File: config.mk
export PLATFORM = sky130hd
export DESIGN_NAME = cla_seq_adder
export DESIGN_NICKNAME = d
export VERILOG_FILES = /design/src/rtl/cla_seq_pkg.sv /design/src/rtl/cla_8b.sv /design/src/rtl/cla_seq_adder.sv
export SDC_FILE = /design/constraint.sdc
export NUM_CORES = 1
export LEC_CHECK = 0
export ABC_CLOCK_PERIOD_IN_PS = 6500
export CAP_MARGIN = 40
export CORE_MARGIN = 1.5
export CORE_UTILIZATION = 55
export CTS_BUF_LIST = sky130_fd_sc_hd__clkbuf_8
export DETAILED_ROUTE_END_ITERATION = 8
export GPL_TIMING_DRIVEN = 1
export PLACE_DENSITY = 0.8
export SYNTH_ARGS = -nofsm -noshare
export SYNTH_HDL_FRONTEND = slang
export SYNTH_SLANG_ARGS = --single-unit
File: constraint.sdc
create_clock -name clk -period 6.5 [get_ports clk]
set_input_delay 1.3 -clock clk [delete_from_list [all_inputs] [get_ports clk]]
set_output_delay 1.3 -clock clk [all_outputs]
set_load 0.02 [all_outputs]
File: src/rtl/cla_seq_pkg.sv
// Shared types for the multi-precision add/sub controller.
// Holds the FSM state enum, slice width and index-width helper.
package cla_seq_pkg;

  localparam int SLICE_W = 8;

  typedef enum logic [1:0] {
    IDLE = 2'd0,
    RUN  = 2'd1,
    DONE = 2'd2
  } state_t;

  function automatic int idx_w(input int nbytes);
    return (nbytes < 2) ? 1 : $clog2(nbytes);
  endfunction

endpackage

File: src/rtl/cla_8b.sv
// 8-bit carry look-ahead adder slice.
// Two 4-bit look-ahead groups with group generate/propagate.
module cla_8b (
  input  logic [7:0] a,
  input  logic [7:0] b,
  input  logic       cin,
  output logic [7:0] s,
  output logic       cout
);

  logic [7:0] g;
  logic [7:0] p;
  logic [8:0] c;
  logic       gg0;
  logic       gp0;

  assign g = a & b;
  assign p = a ^ b;

  assign gg0 = g[3] | (p[3] & g[2]) | (p[3] & p[2] & g[1])
             | (p[3] & p[2] & p[1] & g[0]);
  assign gp0 = &p[3:0];

  always_comb begin
    c    = '0;
    c[0] = cin;
    c[1] = g[0] | (p[0] & cin);
    c[2] = g[1] | (p[1] & g[0]) | (p[1] & p[0] & cin);
    c[3] = g[2] | (p[2] & g[1]) | (p[2] & p[1] & g[0])
         | (p[2] & p[1] & p[0] & cin);
    c[4] = gg0 | (gp0 & cin);
    c[5] = g[4] | (p[4] & c[4]);
    c[6] = g[5] | (p[5] & g[4]) | (p[5] & p[4] & c[4]);
    c[7] = g[6] | (p[6] & g[5]) | (p[6] & p[5] & g[4])
         | (p[6] & p[5] & p[4] & c[4]);
    c[8] = g[7] | (p[7] & g[6]) | (p[7] & p[6] & g[5])
         | (p[7] & p[6] & p[5] & g[4])
         | (p[7] & p[6] & p[5] & p[4] & c[4]);
  end

  assign s    = p ^ c[7:0];
  assign cout = c[8];

endmodule

File: src/rtl/cla_seq_adder.sv
// Wide add/sub built by time-multiplexing one cla_8b slice.
// Carry ripples LSB-first through a registered carry flop.
module cla_seq_adder
  import cla_seq_pkg::*;
#(
  parameter int NBYTES = 4
) (
  input  logic                      clk,
  input  logic                      rst_n,
  input  logic                      in_valid,
  output logic                      in_ready,
  input  logic [SLICE_W*NBYTES-1:0] in_a,
  input  logic [SLICE_W*NBYTES-1:0] in_b,
  input  logic                      in_sub,
  output logic                      out_valid,
  input  logic                      out_ready,
  output logic [SLICE_W*NBYTES-1:0] out_sum,
  output logic                      out_cout,
  output logic                      out_ovf,
  output logic                      out_zero,
  output logic                      busy
);

  localparam int W  = SLICE_W * NBYTES;
  localparam int IW = idx_w(NBYTES);
  localparam logic [IW-1:0] LAST = IW'(NBYTES - 1);

  state_t state;
  state_t state_nx;

  logic [IW-1:0]      idx;
  logic               carry_q;
  logic [W-1:0]       a_q;
  logic [W-1:0]       b_q;
  logic [W-1:0]       sum_q;
  logic [W-1:0]       res_q;
  logic               cout_q;
  logic               ovf_q;
  logic               zero_q;
  logic [SLICE_W-1:0] sl_a;
  logic [SLICE_W-1:0] sl_b;
  logic [SLICE_W-1:0] sl_s;
  logic               sl_co;
  logic [W-1:0]       sum_nx;
  logic               last;
  logic               ovf_nx;

  assign last = (idx == LAST);

  always_comb begin
    sl_a = '0;
    sl_b = '0;
    for (int i = 0; i < NBYTES; i++) begin
      if (idx == IW'(i)) begin
        sl_a = a_q[i*SLICE_W +: SLICE_W];
        sl_b = b_q[i*SLICE_W +: SLICE_W];
      end
    end
  end

  cla_8b u_slice (
    .a    (sl_a),
    .b    (sl_b),
    .cin  (carry_q),
    .s    (sl_s),
    .cout (sl_co)
  );

  // Merge the fresh slice into the running sum for this cycle.
  always_comb begin
    sum_nx = sum_q;
    for (int i = 0; i < NBYTES; i++) begin
      if (idx == IW'(i)) begin
        sum_nx[i*SLICE_W +: SLICE_W] = sl_s;
      end
    end
  end

  assign ovf_nx = (a_q[W-1] == b_q[W-1]) && (sl_s[SLICE_W-1] != a_q[W-1]);

  always_comb begin
    state_nx = state;
    unique case (state)
      IDLE:    if (in_valid)  state_nx = RUN;
      RUN:     if (last)      state_nx = DONE;
      DONE:    if (out_ready) state_nx = IDLE;
      default:                state_nx = IDLE;
    endcase
  end

  always_ff @(posedge clk) begin
    if (!rst_n) begin
      state   <= IDLE;
      idx     <= '0;
      carry_q <= 1'b0;
      a_q     <= '0;
      b_q     <= '0;
      sum_q   <= '0;
      res_q   <= '0;
      cout_q  <= 1'b0;
      ovf_q   <= 1'b0;
      zero_q  <= 1'b0;
    end else begin
      state <= state_nx;
      if (state == IDLE && in_valid) begin
        a_q     <= in_a;
        b_q     <= in_sub ? ~in_b : in_b;
        carry_q <= in_sub;
        idx     <= '0;
      end
      if (state == RUN) begin
        sum_q   <= sum_nx;
        carry_q <= sl_co;
        idx     <= last ? '0 : idx + 1'b1;
        // Visible result only moves on the final slice.
        if (last) begin
          res_q  <= sum_nx;
          cout_q <= sl_co;
          ovf_q  <= ovf_nx;
          zero_q <= (sum_nx == '0);
        end
      end
    end
  end

  assign in_ready  = (state == IDLE);
  assign out_valid = (state == DONE);
  assign busy      = (state != IDLE);
  assign out_sum   = res_q;
  assign out_cout  = cout_q;
  assign out_ovf   = ovf_q;
  assign out_zero  = zero_q;

endmodule

==> flow_summary.toml <==
[min_path]
hp-class = "reg -> reg"
hold_depth = 2

[global_route]
antenna_found_initial = 0
overflow = 0
grtUsageMet1_pct = 34.9
grt_util_met3_pct = 5.82
grt_pass1_vias = 5437
grt_max_degree = 91
busiest_layer = "met2"
grt_pass1_wl_um = 26100
met2_usage_pct = 42.3
grt_usage_pct = 26.1

[worst_setup_path]
path_class = "reg -> reg"
arrival_ps = 5690
cp-endpoint = "out_zero"
cp-end-kind = "flop"
rrSetupSlack_ps = 1200
startpoint_type = "flop"
reg2reg_depth = 20
worstPathRequired_ps = 6890
r2r_start = "idx[1]"
crit_start = "idx[1]"
cp_max_fo = 23
reg2reg_to = "out_zero"

[synthesis]
synth-seq-area-share_pct = 40.5
synth_edf_count = 0
ys_warn_count = 0
yosys.area.top_type_share_pct = 40.5
synth_top_area_cell = "dfxtp_1"
ys_types = 46
synth.most_common_cell = "nand2_1"
syn-instance-count = 805
synth.ff_latch_count = 132
syn_nets = 888
synth_area_mm2 = 0.00652
synth_common_cells = "nand2_1, dfxtp_1, a21boi_0"
avgSynthCellArea_um2 = 8.10
synthArstFlopShare_pct = 0
synth_area_leaders = "dfxtp_1, nand2_1, o211a_1"
synth_flop_cell = "dfxtp_1"

[sta]
maxSlewViolCount = 0
slew_headroom_pct = 37.3
tns_ps = 0
finClkSkew_ps = 7.88
fmax_ghz = 0.189
period_minus_slack_ps = 5300
setup_violations = 0
tightest_slew_ps = 940
fin_crit_sh_pct = 81.6
rsz0062_at_grt = "false"
hold_viol = 0

[clock_tree]
htreeDepth = 4
cts_setup_buffers = 0
cts_hold_buf = 0
cts.root.buffer_cell = "clkbuf_8"
clockBufferDepth = 2
clkTransAtPathRegs_ps = 80
clock_sinks = 132
clkLatencyLatePin_ps = 440
cts_made_buffers = 17
cts_tree = "built"
cts_resized = 0

[pwr]
power_frac_comb_pct = 16.7
seq_power_share_pct = 42.4
clkPwrFrac_pct = 40.8
switching_power_mw = 0.545
power_density_mw_per_mm2 = 254
p_int_mw = 1.51
p_leak_nw = 3.46
fin_total_pwr_mw = 2.05
max-vdd-ir-drop_mv = 0.230
p_sw_share_pct = 26.6

[drt]
finalWirelength_um = 15900
via_per_inst = 5.60
wl_per_cell_um = 15.4
num_vias = 5747
drt_first_iter_violations = 463
drc = 9
antenna_left = 0
drt-pass1-iter-count = 7

[floorplan]
row_count = 39
ios = 107
core-area_mm2 = 0.0115
start_util_pct = 56.6
dieArea_mm2 = 0.0125
dieHeight_um = 112
die_w_um = 112

[outcome]
violations = "DRC"
status = "finished, violations left"

[finish]
fin_area_mm2 = 0.00809
layout.nets = 954
n_antenna_cell = 0
fin_util_pct = 70.2
drive_gt1_share_pct = 5.88
syn_to_final_growth_pct = 24.0

[place]
hpwlAfterDp_um = 11000
gp_congestion = 0.903
port_buffers = 106
place_area_mm2 = 0.00760

[job]
drv_cap = 0
-- routing by layer --
layer / vias up / part of all wire, %
li1: 2869 / -
met1: 2668 / 47
met2: 183 / 46
met3: 27 / 5.6
met4: 0 / 1.6
met5: - / 0
-- area by class of cell --
type | count | area (um2)
Clock inverter | 13 | 229
Multi-Input combinational cell | 599 | 3610
Timing Repair Buffer | 115 | 1150
Inverter | 6 | 22.5
Fill cell | 951 | 3430
Clock buffer | 19 | 262
Tap cell | 143 | 179
Sequential cell | 132 | 2640
-- kinds of logic (layout without fill, tap and decap cells) --
kind of cell / Yosys count / after routing / synth area share [%]
AND/OR/NAND/NOR: 307 / 307 / 19.0
XOR/XNOR: 39 / 39 / 5.52
multiplexers: 14 / 14 / 2.15
AO/OA/AOI/OAI: 225 / 225 / 25.6
buffers and inverters: 74 / 153 / 4.28
adder cells (fa/ha/maj): 14 / 14 / 2.92
flip-flops: 132 / 132 / 40.5
-- critical path, stage by stage, from the launching register on --
cell and delay, ps:
dfxtp_1 350, inv_1 100, ha_1 780, nand2_1 110, nor2_1 110, a21oi_1 50, nor2_1 90, a21oi_1 40
o21ai_0 320, ha_1 300, a211oi_1 440, nor2_1 180, a21oi_1 260, o21bai_1 120, fa_1 440, xnor2_1 560
a21oi_1 160, nor4_1 330, nand2_1 110, a2111oi_2 210, o2bb2a_1 190
-- flip-flops by register name, indices dropped and copies added (netlist names) --
signal    flops
out_zero      1
out_cout      1
b_q          32
a_q          32
out_sum      32
state         2
out_ovf       1
sum_q        28
carry_q       1
idx           2
-- power by group through the flow --
stage	Combinational, mW	Sequential, mW	Clock, mW
after CTS	0.341	0.871	0.846
final	0.343	0.872	0.839
after detailed placement	0.339	0.889	0
after global placement	0.327	0.888	0
after floorplan	0.231	0.882	0
after global routing	0.376	0.875	0.885
-- layout by cell type, fill, tap and decap left out, drive strengths merged, types with 5 or more instances in the layout --
cell type | netlist | routed
nor4 | 7 | 7
o211ai | 11 | 11
inv | 6 | 8
clkdlybuf4s50 | 0 | 104
clkbuf | 58 | 19
nand2 | 220 | 220
buf | 10 | 11
and2 | 5 | 5
o21ai | 28 | 28
mux2i | 14 | 14
ha | 12 | 12
nor3 | 7 | 7
nor2 | 50 | 50
xnor2 | 35 | 35
a31oi | 5 | 5
o211a | 50 | 50
dfxtp | 132 | 132
a21boi | 64 | 64
bufinv | 0 | 6
a21oi | 48 | 48
-- worst min path at each step --
stage,start,endpoint
after detailed placement,out_sum[6],out_sum[6]
final,out_sum[6],out_sum[6]
after floorplan,sum_q[29],sum_q[29]
after CTS,out_sum[6],out_sum[6]
after global placement,out_sum[22],out_sum[22]
after global routing,sum_q[15],sum_q[15]
-- metrics by stage --
stage / hold slack (ps) / worst slack, ps / std cells
floorplan: 442 / 1830 / 805
finish: 461 / 1200 / 1027
CTS: 466 / 1270 / 1027
global placement: 448 / 1460 / 993
global route: 484 / 653 / 1027
detailed placement: 458 / 1300 / 995
Note: power is estimated with default switching activity, not from simulation.
